--- src/rtl/rx_hdr_lock_mon.sv ---
// 64b/66b sync-header block-lock monitor: hunts for lock via SERDES bitslip,
// tracks lock-loss events and per-window valid/invalid header statistics.
module rx_hdr_lock_mon #(
  parameter int unsigned HDR_WIDTH           = 2,
  parameter int unsigned BITSLIP_HIGH_CYCLES = 1,
  parameter int unsigned BITSLIP_LOW_CYCLES  = 8,
  parameter int unsigned WINDOW              = 500
) (
  input  logic                 rx_clk_tb,
  input  logic                 rx_rst_tb,
  input  logic                 hdr_valid,
  input  logic [HDR_WIDTH-1:0] rx_hdr,
  output logic                 bitslip,
  output logic                 block_lock,
  output logic [7:0]           lock_loss_count,
  output logic [15:0]          hdrs_to_unlock,
  output logic [15:0]          win_valid,
  output logic [15:0]          win_invalid,
  output logic                 window_done
);

  localparam logic [15:0] SlipLastCnt = 16'(BITSLIP_HIGH_CYCLES + BITSLIP_LOW_CYCLES - 1);
  localparam logic [15:0] HighLastCnt = 16'(BITSLIP_HIGH_CYCLES - 1);
  localparam logic [16:0] WindowLen   = 17'(WINDOW);

  typedef enum logic [1:0] {
    StUnlocked,
    StSlip,
    StLocked
  } state_e;

  state_e      state_q;
  logic [6:0]  sh_cnt_q;
  logic [4:0]  inv_cnt_q;
  logic [15:0] slip_cnt_q;
  logic [15:0] since_cnt_q;
  logic        armed_q;
  logic [15:0] win_v_cnt_q;
  logic [15:0] win_i_cnt_q;

  logic        hdr_ok;
  logic [6:0]  sh_nxt;
  logic [4:0]  inv_nxt;
  logic [15:0] since_nxt;
  logic [15:0] win_v_nxt;
  logic [15:0] win_i_nxt;
  logic [16:0] win_sum;

  assign hdr_ok = (rx_hdr == HDR_WIDTH'(1)) || (rx_hdr == HDR_WIDTH'(2));

  always_comb begin
    sh_nxt    = sh_cnt_q + 7'd1;
    inv_nxt   = inv_cnt_q + {4'd0, ~hdr_ok};
    since_nxt = (since_cnt_q == 16'hFFFF) ? since_cnt_q : since_cnt_q + 16'd1;
    win_v_nxt = win_v_cnt_q + {15'd0, hdr_ok};
    win_i_nxt = win_i_cnt_q + {15'd0, ~hdr_ok};
    win_sum   = {1'b0, win_v_nxt} + {1'b0, win_i_nxt};
  end

  always_ff @(posedge rx_clk_tb or posedge rx_rst_tb) begin
    if (rx_rst_tb) begin
      state_q         <= StUnlocked;
      sh_cnt_q        <= '0;
      inv_cnt_q       <= '0;
      slip_cnt_q      <= '0;
      since_cnt_q     <= '0;
      armed_q         <= 1'b0;
      bitslip         <= 1'b0;
      block_lock      <= 1'b0;
      lock_loss_count <= '0;
      hdrs_to_unlock  <= '0;
    end else begin
      case (state_q)
        StUnlocked: begin
          if (hdr_valid) begin
            if (hdr_ok) begin
              if (sh_nxt == 7'd64 && inv_cnt_q == 5'd0) begin
                state_q     <= StLocked;
                block_lock  <= 1'b1;
                sh_cnt_q    <= '0;
                inv_cnt_q   <= '0;
                since_cnt_q <= '0;
                armed_q     <= 1'b1;
              end else begin
                sh_cnt_q <= sh_nxt;
              end
            end else begin
              state_q    <= StSlip;
              bitslip    <= 1'b1;
              slip_cnt_q <= '0;
              sh_cnt_q   <= '0;
              inv_cnt_q  <= '0;
            end
          end
        end
        StSlip: begin
          // Headers are ignored for the whole pulse plus blanking interval.
          if (slip_cnt_q == SlipLastCnt) begin
            state_q <= StUnlocked;
            bitslip <= 1'b0;
          end else begin
            if (slip_cnt_q == HighLastCnt) begin
              bitslip <= 1'b0;
            end
            slip_cnt_q <= slip_cnt_q + 16'd1;
          end
        end
        StLocked: begin
          if (hdr_valid) begin
            since_cnt_q <= since_nxt;
            // Loss of lock wins over the end-of-group clear.
            if (inv_nxt == 5'd16) begin
              state_q         <= StSlip;
              block_lock      <= 1'b0;
              bitslip         <= 1'b1;
              slip_cnt_q      <= '0;
              sh_cnt_q        <= '0;
              inv_cnt_q       <= '0;
              lock_loss_count <= (lock_loss_count == 8'hFF) ? 8'hFF : lock_loss_count + 8'd1;
              hdrs_to_unlock  <= since_nxt;
            end else if (sh_nxt == 7'd64) begin
              sh_cnt_q  <= '0;
              inv_cnt_q <= '0;
            end else begin
              sh_cnt_q  <= sh_nxt;
              inv_cnt_q <= inv_nxt;
            end
          end
        end
        default: begin
          state_q <= StUnlocked;
        end
      endcase
    end
  end

  // Window statistics count every qualified header once armed, whatever the lock state.
  always_ff @(posedge rx_clk_tb or posedge rx_rst_tb) begin
    if (rx_rst_tb) begin
      win_v_cnt_q <= '0;
      win_i_cnt_q <= '0;
      win_valid   <= '0;
      win_invalid <= '0;
      window_done <= 1'b0;
    end else begin
      window_done <= 1'b0;
      if (armed_q && hdr_valid) begin
        if (win_sum == WindowLen) begin
          win_valid   <= win_v_nxt;
          win_invalid <= win_i_nxt;
          window_done <= 1'b1;
          win_v_cnt_q <= '0;
          win_i_cnt_q <= '0;
        end else begin
          win_v_cnt_q <= win_v_nxt;
          win_i_cnt_q <= win_i_nxt;
        end
      end
    end
  end

endmodule

--- config.mk ---
export PLATFORM = sky130hd
export DESIGN_NAME = rx_hdr_lock_mon
export DESIGN_NICKNAME = d
export VERILOG_FILES = /design/src/rtl/rx_hdr_lock_mon.sv
export SDC_FILE = /design/constraint.sdc
export NUM_CORES = 1
export LEC_CHECK = 0
export CORE_MARGIN = 10
export CORE_UTILIZATION = 59
export DETAILED_ROUTE_END_ITERATION = 7
export PLACE_DENSITY = 0.81
export SYNTH_ARGS = -nofsm -noshare
export SYNTH_HDL_FRONTEND = slang
export SYNTH_SLANG_ARGS = --single-unit
--- constraint.sdc ---
create_clock -name rx_clk_tb -period 4.9 [get_ports rx_clk_tb]
set_input_delay 0.49 -clock rx_clk_tb [delete_from_list [all_inputs] [get_ports rx_clk_tb]]
set_output_delay 0.49 -clock rx_clk_tb [all_outputs]
set_load 0.02 [all_outputs]
==> metrics.json, run 1 <==
{
  "synthesis": {
    "cell_area_after_technology_mapping_um2": 8040,
    "edff_count_synth": 0,
    "syn-instance-count": 839,
    "synth_sequential_area_ratio_pct": 43.0,
    "dominant_synthesized_flop_cell": "dfrtp_1",
    "synth.lib_cells_used.distinct": 65,
    "synth_nets": 873,
    "ys_warn_count": 0,
    "synth_async_sr_flop_share_pct": 100,
    "synth-seq-cells": 138,
    "postSynthAreaPerCell_um2": 9.58
  },
  "pwr": {
    "power_frac_clock_pct": 42.0,
    "cellInternalPower_mw": 2.33,
    "seqPwrFrac_pct": 40.2,
    "power-per-cell-area_nw_per_um2": 316,
    "netSwitchingFraction_pct": 28.5,
    "static-leakage-power_nw": 4.76,
    "worst_ir_drop_vdd_mv": 0.288,
    "power.switching_mw": 0.927,
    "combinational_share_of_power_pct": 17.8
  },
  "setup_path": {
    "worst_ep_arrival_time_ns": 5.02,
    "rr_startpoint": "win_i_cnt_q[2]",
    "setup.worst_path.class": "reg -> reg",
    "endpoint_kind": "flip-flop",
    "path_max_fanout": 11,
    "ff2ff_path_depth": 17,
    "crit_start": "win_i_cnt_q[2]",
    "r2r_setup_slack_ns": 0.20,
    "critPathLaunchType": "flip-flop",
    "timing.critical_path.required_ns": 5.21,
    "timing.rr.end": "win_valid[11]"
  },
  "cells_and_area": {
    "diodes": 0,
    "finish.utilization_pct": 77.5,
    "drive_gt1_share_pct": 20.3,
    "nets": 1034,
    "final_design_area_no_fill_um2": 10300,
    "area.growth.synth_to_final_pct": 28.1
  },
  "hold_path": {
    "min_delay_worst_endpoint": "bitslip",
    "hold-path-cell-count": 1,
    "min_path_type": "reg -> reg",
    "hold_path.startpoint": "bitslip"
  },
  "placement": {
    "gp_routability_congestion": 0.933,
    "dpl.hpwl_mm": 14.1,
    "numPortBuffers": 63,
    "pre_cts_slack_ns": -0.498,
    "detailed_place.area_um2": 9560
  },
  "drt": {
    "vias": 6909,
    "detailedRoute.firstPassIterationCount": 5,
    "detail-route-antenna-nets": 0,
    "drt_iter0_markers": 597,
    "drcViolationCount": 0,
    "routed_wire_length_per_instance_um": 16.9,
    "drt-vias-per-instance": 5.81,
    "finalWirelength_mm": 20.2
  },
  "timing": {
    "finalCriticalPeriod_ns": 4.70,
    "fin_ws_ns": 0.195,
    "max_freq_ghz": 0.213,
    "timing_max_transition_violations_final": 0,
    "slew_headroom_pct": 30.4,
    "portion_of_the_clock_cycle_consumed_by_the_worst_path_in_the_final_layout_pct": 96.0,
    "final-setup-viol-count": 0,
    "worst_clock_skew_ns": 0.00950,
    "final_hold_vios": 0,
    "worst-slew-pin-transition_ns": 1.04
  },
  "flow_run": {
    "drv_cap": 0
  },
  "cts": {
    "cts_inserted_buffers": 17,
    "cts_root_buffer": "clkbuf_16",
    "tritoncts_clock_tree": "built",
    "clock_sinks": 138,
    "worstSkewPairLatency_ns": 0.43,
    "clk_transition_reported_paths_ns": 0.06,
    "clockBufferDepth": 2,
    "cts.htree.levels": 4
  },
  "die": {
    "io_pins": 64,
    "core.rowCount": 42,
    "initial_core_util_pct": 60.4,
    "fp.dieArea_um2": 18700,
    "die_x_um": 137,
    "die-height_um": 137,
    "floorplan.core_area_um2": 13300
  },
  "grt": {
    "grt-ovfl-total": 0,
    "global_route.usage.total_pct": 22.0,
    "grt_pass1_wl_mm": 33.0,
    "grt_max_degree": 110,
    "grt_antenna_before_repair": 0,
    "number_of_global_route_vias_before_repair": 6753
  },
  "outcome": {
    "status": "completed"
  }
}
-- registers in the layout, indices dropped and copies added (netlist names) --
register         count
armed_q              1
bitslip              1
block_lock           1
hdrs_to_unlock      16
inv_cnt_q            5
lock_loss_count      8
sh_cnt_q             7
since_cnt_q         16
slip_cnt_q          16
state_q              2
win_i_cnt_q         16
win_invalid         16
win_v_cnt_q         16
win_valid           16
window_done          1
-- worst max path at each step --
stage | slack [ns] | to | cells past startpoint
after CTS | 0.01 | win_invalid[1] | 21
after global placement | -0.38 | win_invalid[12] | 19
after detailed placement | -0.50 | win_invalid[9] | 19
final | 0.20 | win_valid[11] | 17
after global routing | -0.01 | win_valid[13] | 17
after floorplan | 0.01 | win_invalid[0] | 20
-- through the flow --
step | instances | total power, mW | setup TNS (ns) | hold WS, ns
after floorplan | 839 | 1.68 | 0 | 0.468
after global placement | 1152 | 1.86 | -17.80 | 0.463
after detailed placement | 1152 | 1.87 | -24.70 | 0.469
after CTS | 1185 | 3.26 | 0 | 0.483
after global routing | 1189 | 3.39 | -0.105 | 0.500
final | 1189 | 3.26 | 0 | 0.481
-- layout by cell type (no fill, tap or decap), types with 13 or more instances in the layout --
cell type	Yosys	layout
mux2_4	25	25
clkdlybuf4s50_1	0	61
nand4_1	28	28
xnor2_1	37	33
xor2_1	49	49
ha_1	28	27
and2_1	14	13
a21oi_1	35	35
clkbuf_16	0	17
nor3_1	13	13
nand3_1	35	34
and3_1	21	21
o21ai_0	61	61
dfrtp_1	138	138
nand2_1	92	92
nor2_1	88	86
buf_4	2	106
-- cell families after synthesis --
kind of cell             after synthesis  share of synthesized area [%]
AO/OA/AOI/OAI                        148                           11.4
XOR/XNOR                              86                           9.37
adder cells (fa/ha/maj)               29                           4.61
buffers and inverters                 43                           2.80
flip-flops                           138                           43.0
multiplexers                          40                           6.69
AND/OR/NAND/NOR                      355                           22.2
-- cell type report --
class | instances | area (um^2)
Inverter | 11 | 46.3
Multi-Input combinational cell | 658 | 4440
Clock buffer | 21 | 460
Sequential cell | 138 | 3450
Clock inverter | 11 | 168
Fill cell | 856 | 3000
Timing Repair Buffer | 174 | 1510
Tap cell | 176 | 220
-- per-layer routing --
metal | global-route usage [%] | routed length [um]
met4 | 8.82 | 518
met5 | 0 | 0
met1 | 27.0 | 8520
met3 | 5.13 | 1270
met2 | 36.8 | 9850
-- critical path: stages (launching register included) --
cell and delay, ns:
dfrtp_1 0.47, and3_1 0.27, nand3_2 0.10, or2_4 0.25, nor2_2 0.14, and2_4 0.17, nand2_1 0.08, xnor2_2 0.15
ha_1 0.32, a2111o_1 0.49, a2111oi_4 0.35, and4_1 0.23, nand4_1 0.09, or4_4 0.44, nor4bb_4 0.36, buf_6 0.18
buf_12 0.14, mux2_2 0.33
-- power by group through the flow --
stage / sequential (mW) / combinational [mW] / clock, mW
2_1_floorplan: 1.28 / 0.397 / 0
3_3_place_gp: 1.32 / 0.539 / 0
3_5_place_dp: 1.32 / 0.549 / 0
4_1_cts: 1.30 / 0.573 / 1.39
5_1_grt: 1.32 / 0.633 / 1.43
6_report: 1.31 / 0.580 / 1.37
-- repair_timing --
action | 4_1_cts | 5_1_grt
endpoints found under the setup margin | 33 | 64
hold buffers | 0 | 0
pin swaps | 3 | 7
gates cloned | 0 | 0
gates resized for setup | 5 | 10
buffers inserted | 1 | 4
-- synthesized netlist by cell type (21+ instances only) --
master   count  area share, %
dfrtp_1    138             43
nand2_1     92            4.3
nor2_1      88            4.1
o21ai_0     61            3.8
xor2_1      49            5.3
xnor2_1     37            4.0
a21oi_1     35            2.2
nand3_1     35            2.2
ha_1        28            4.4
nand4_1     28            2.2
mux2_4      25            4.7
and3_1      21            1.6
Note: power is estimated with default switching activity, not from simulation.
==> run 2, diff against run 1 <==
- HOLD_SLACK_MARGIN: default -> 0.06
- SLEW_MARGIN: default -> 20
==> results of run 2 <==
Final layout, timing and power as in run 1 (identical DEF).
==> run 3, diff against run 2 <==
- CORE_UTILIZATION: 59 -> 60
- PLACE_DENSITY: 0.81 -> 0.82
- clock period: 4.9 -> 5.9 ns (I/O delays scaled with it)
==> metrics.json, run 3 (same netlist as run 1, synthesis figures left out) <==
{
  "outcome": {
    "status": "completed"
  },
  "flow_run": {
    "drv_cap": {"value": 0, "change": "unchanged"}
  },
  "drt": {
    "drcViolationCount": {"value": 0, "change": "unchanged"},
    "finalWirelength": {"value": 18.7, "unit": "mm", "change": "-7.1%"},
    "detail-route-antenna-nets": {"value": 0, "change": "unchanged"},
    "detailedRoute.firstPassIterationCount": {"value": 5, "change": "unchanged"},
    "drt-vias-per-instance": {"value": 5.94, "change": "+2.2%"},
    "vias": {"value": 6474, "change": "-6.3%"},
    "drt_iter0_markers": {"value": 520, "change": "-13%"},
    "routed_wire_length_per_instance": {"value": 17.2, "unit": "um", "change": "+1.4%"}
  },
  "cts": {
    "worstSkewPairLatency": {"value": 0.43, "unit": "ns", "change": "about the same"},
    "post_cts_resize_count": {"value": 0, "change": "-5"},
    "clockBufferDepth": {"value": 2, "change": "unchanged"},
    "postCtsSetupRepairBufs": {"value": 0, "change": "-1"},
    "cts_hold_repair.buffers": {"value": 0, "change": "unchanged"},
    "cts_root_buffer": "clkbuf_16",
    "clk_transition_reported_paths": {"value": 0.05, "unit": "ns", "change": "about the same"},
    "cts.htree.levels": {"value": 4, "change": "unchanged"},
    "cts_inserted_buffers": {"value": 17, "change": "unchanged"},
    "tritoncts_clock_tree": "built",
    "clock_sinks": {"value": 138, "change": "unchanged"}
  },
  "cells_and_area": {
    "most_common_cell_after_layout_fill_and_taps_aside": "dfrtp_1",
    "nets": {"value": 935, "change": "-9.6%"},
    "mostFrequentLayoutCells": "dfrtp_1 (138), nand2_1 (92), nor2_1 (88)",
    "area.growth.synth_to_final_pct": 17.1,
    "diodes": {"value": 0, "change": "unchanged"},
    "layoutNonFillerInstCount": {"value": 1090, "change": "-8.3%"},
    "fillers": {"value": 965, "change": "+13%"},
    "drive_gt1_share": {"value": 10.6, "unit": "%", "change": "-9.7 points"}
  },
  "setup_path": {
    "crit_start": "rx_hdr[1]",
    "rr_startpoint": "win_i_cnt_q[3]",
    "timing.rr.end": "win_valid[8]",
    "critPathLaunchType": "input port",
    "r2r_setup_slack": {"value": 0.92, "unit": "ns", "change": "+0.72 ns"},
    "ff2ff_path_depth": {"value": 16, "change": "-1"},
    "setup.worst_path.class": "in -> reg",
    "timing.critical_path.required": {"value": 6.20, "unit": "ns", "change": "+0.99 ns"},
    "endpoint_kind": "flip-flop",
    "path_max_fanout": {"value": 17, "change": "+6"},
    "worst_setup_path_endpoint": "win_valid[8]",
    "worst_ep_arrival_time": {"value": 5.76, "unit": "ns", "change": "+0.74 ns"}
  },
  "timing": {
    "final_hold_vios": {"value": 0, "change": "unchanged"},
    "final-setup-viol-count": {"value": 0, "change": "unchanged"},
    "worst_clock_skew": {"value": 0.0109, "unit": "ns", "change": "+0.00135 ns"},
    "max_freq_ghz": 0.183,
    "worst-slew-pin-transition": {"value": 1.07, "unit": "ns", "change": "+0.0320 ns"},
    "rsz_0062_raised_after_global_routing": "no",
    "portion_of_the_clock_cycle_consumed_by_the_worst_path_in_the_final_layout_pct": 92.5,
    "finalCriticalPeriod_ns": 5.46,
    "timing_max_transition_violations_final": {"value": 0, "change": "unchanged"},
    "slew_headroom": {"value": 28.2, "unit": "%", "change": "-2.1 points"},
    "tns": {"value": 0, "unit": "ns", "change": "unchanged"}
  },
  "placement": {
    "numPortBuffers": {"value": 63, "change": "unchanged"},
    "gp_routability_congestion": {"value": 0.933, "change": "unchanged"},
    "dpl.hpwl": {"value": 13.1, "unit": "mm", "change": "-6.6%"},
    "dp.cells": {"value": 1058, "change": "-8.2%"}
  },
  "grt": {
    "grt_max_degree": {"value": 86, "change": "-22%"},
    "grt_pass1_wl": {"value": 31.4, "unit": "mm", "change": "-4.9%"},
    "number_of_global_route_vias_before_repair": {"value": 6409, "change": "-5.1%"},
    "grt-ovfl-total": {"value": 0, "change": "unchanged"},
    "global_route.usage.total": {"value": 21.0, "unit": "%", "change": "-1.0 points"},
    "grt_antenna_before_repair": {"value": 0, "change": "unchanged"}
  },
  "die": {
    "die_x": {"value": 136, "unit": "um", "change": "-0.72%"},
    "fp.dieArea": {"value": 18400, "unit": "um^2", "change": "-1.4%"},
    "core.rowCount": {"value": 42, "change": "unchanged"},
    "die-height": {"value": 136, "unit": "um", "change": "-0.72%"},
    "initial_core_util": {"value": 60.9, "unit": "%", "change": "+0.48 points"},
    "io_pins": {"value": 64, "change": "unchanged"},
    "floorplan.core_area": {"value": 13200, "unit": "um^2", "change": "-0.79%"}
  },
  "pwr": {
    "static-leakage-power": {"value": 4.16, "unit": "nW", "change": "-13%"},
    "worst_ir_drop_vdd": {"value": 0.200, "unit": "mV", "change": "-30%"},
    "power-per-cell-area": {"value": 271, "unit": "nW/um^2", "change": "-14%"}
  },
  "hold_path": {
    "min_path_type": "reg -> reg"
  }
}
run 3: cell count changes in the layout (fill, tap and decap cells not counted), sizes merged:
cell           change
inv                -1
buf               -99
clkdlybuf4s50      +2
dlymetal6s2s       -2
clkinvlp           +3
bufinv             -2
run 3: stage by stage:
stage	power [mW]	instance area [um^2]	util, %	hold slack (ns)	setup WS [ns]
5_1_grt	2.66	9410	71.3	0.511	0.154
3_5_place_dp	1.52	8830	66.9	0.476	0.0491
3_3_place_gp	1.50	8830	66.9	0.463	0.134
2_1_floorplan	1.40	8040	-	0.468	0.746
6_report	2.55	9410	71.3	0.482	0.442
4_1_cts	2.56	9410	71.3	0.492	0.474
run 3: area by class of cell:
| type | count | area, um^2 | share of cell area, % |
|---|---|---|---|
| well taps | 176 | 220 | 2.34 |
| flip-flops and latches | 138 | 3450 | 36.7 |
| repair buffers | 75 | 733 | 7.79 |
| clock buffers | 21 | 460 | 4.89 |
| clock inverters | 11 | 121 | 1.29 |
| inverters | 11 | 46.3 | 0.492 |
| multi-input cells | 658 | 4370 | 46.5 |
run 3: critical path, cell delays in order:
cell and delay [ns]:
clkdlybuf4s50_1 0.41, xnor2_1 0.35, ha_1 0.27, nand3_1 0.13, or2_2 0.34, nor2_1 0.14, and2_1 0.25, nand2_1 0.10
xnor2_1 0.30, ha_1 0.33, a2111o_1 0.39, a2111oi_2 0.24, and4_1 0.24, nand4_1 0.09, or4_1 0.47, nor4bb_4 0.38
buf_4 0.36, mux2_2 0.37
run 3: report_power, final:
part / switching (mW) / internal, mW
Sequential: 0.0832 / 1.00
Clock: 0.400 / 0.641
Combinational: 0.255 / 0.165
run 3: layer usage:
layer  global-route usage, %  wire length [um]
met5                       0                 0
met1                    26.9              8440
met4                    9.63               481
met2                    32.5              8620
met3                    5.68              1200
run 3: how the worst min path moves through the flow:
stage / start / end / slack (ns) / cells past startpoint
after global routing: hdrs_to_unlock[7] / hdrs_to_unlock[7] / 0.51 / 2
after global placement: hdrs_to_unlock[4] / hdrs_to_unlock[4] / 0.46 / 2
after detailed placement: hdrs_to_unlock[3] / hdrs_to_unlock[3] / 0.48 / 2
after floorplan: sh_cnt_q[1] / sh_cnt_q[1] / 0.47 / 2
after CTS: hdrs_to_unlock[7] / hdrs_to_unlock[7] / 0.49 / 2
final: hdrs_to_unlock[7] / hdrs_to_unlock[7] / 0.48 / 2
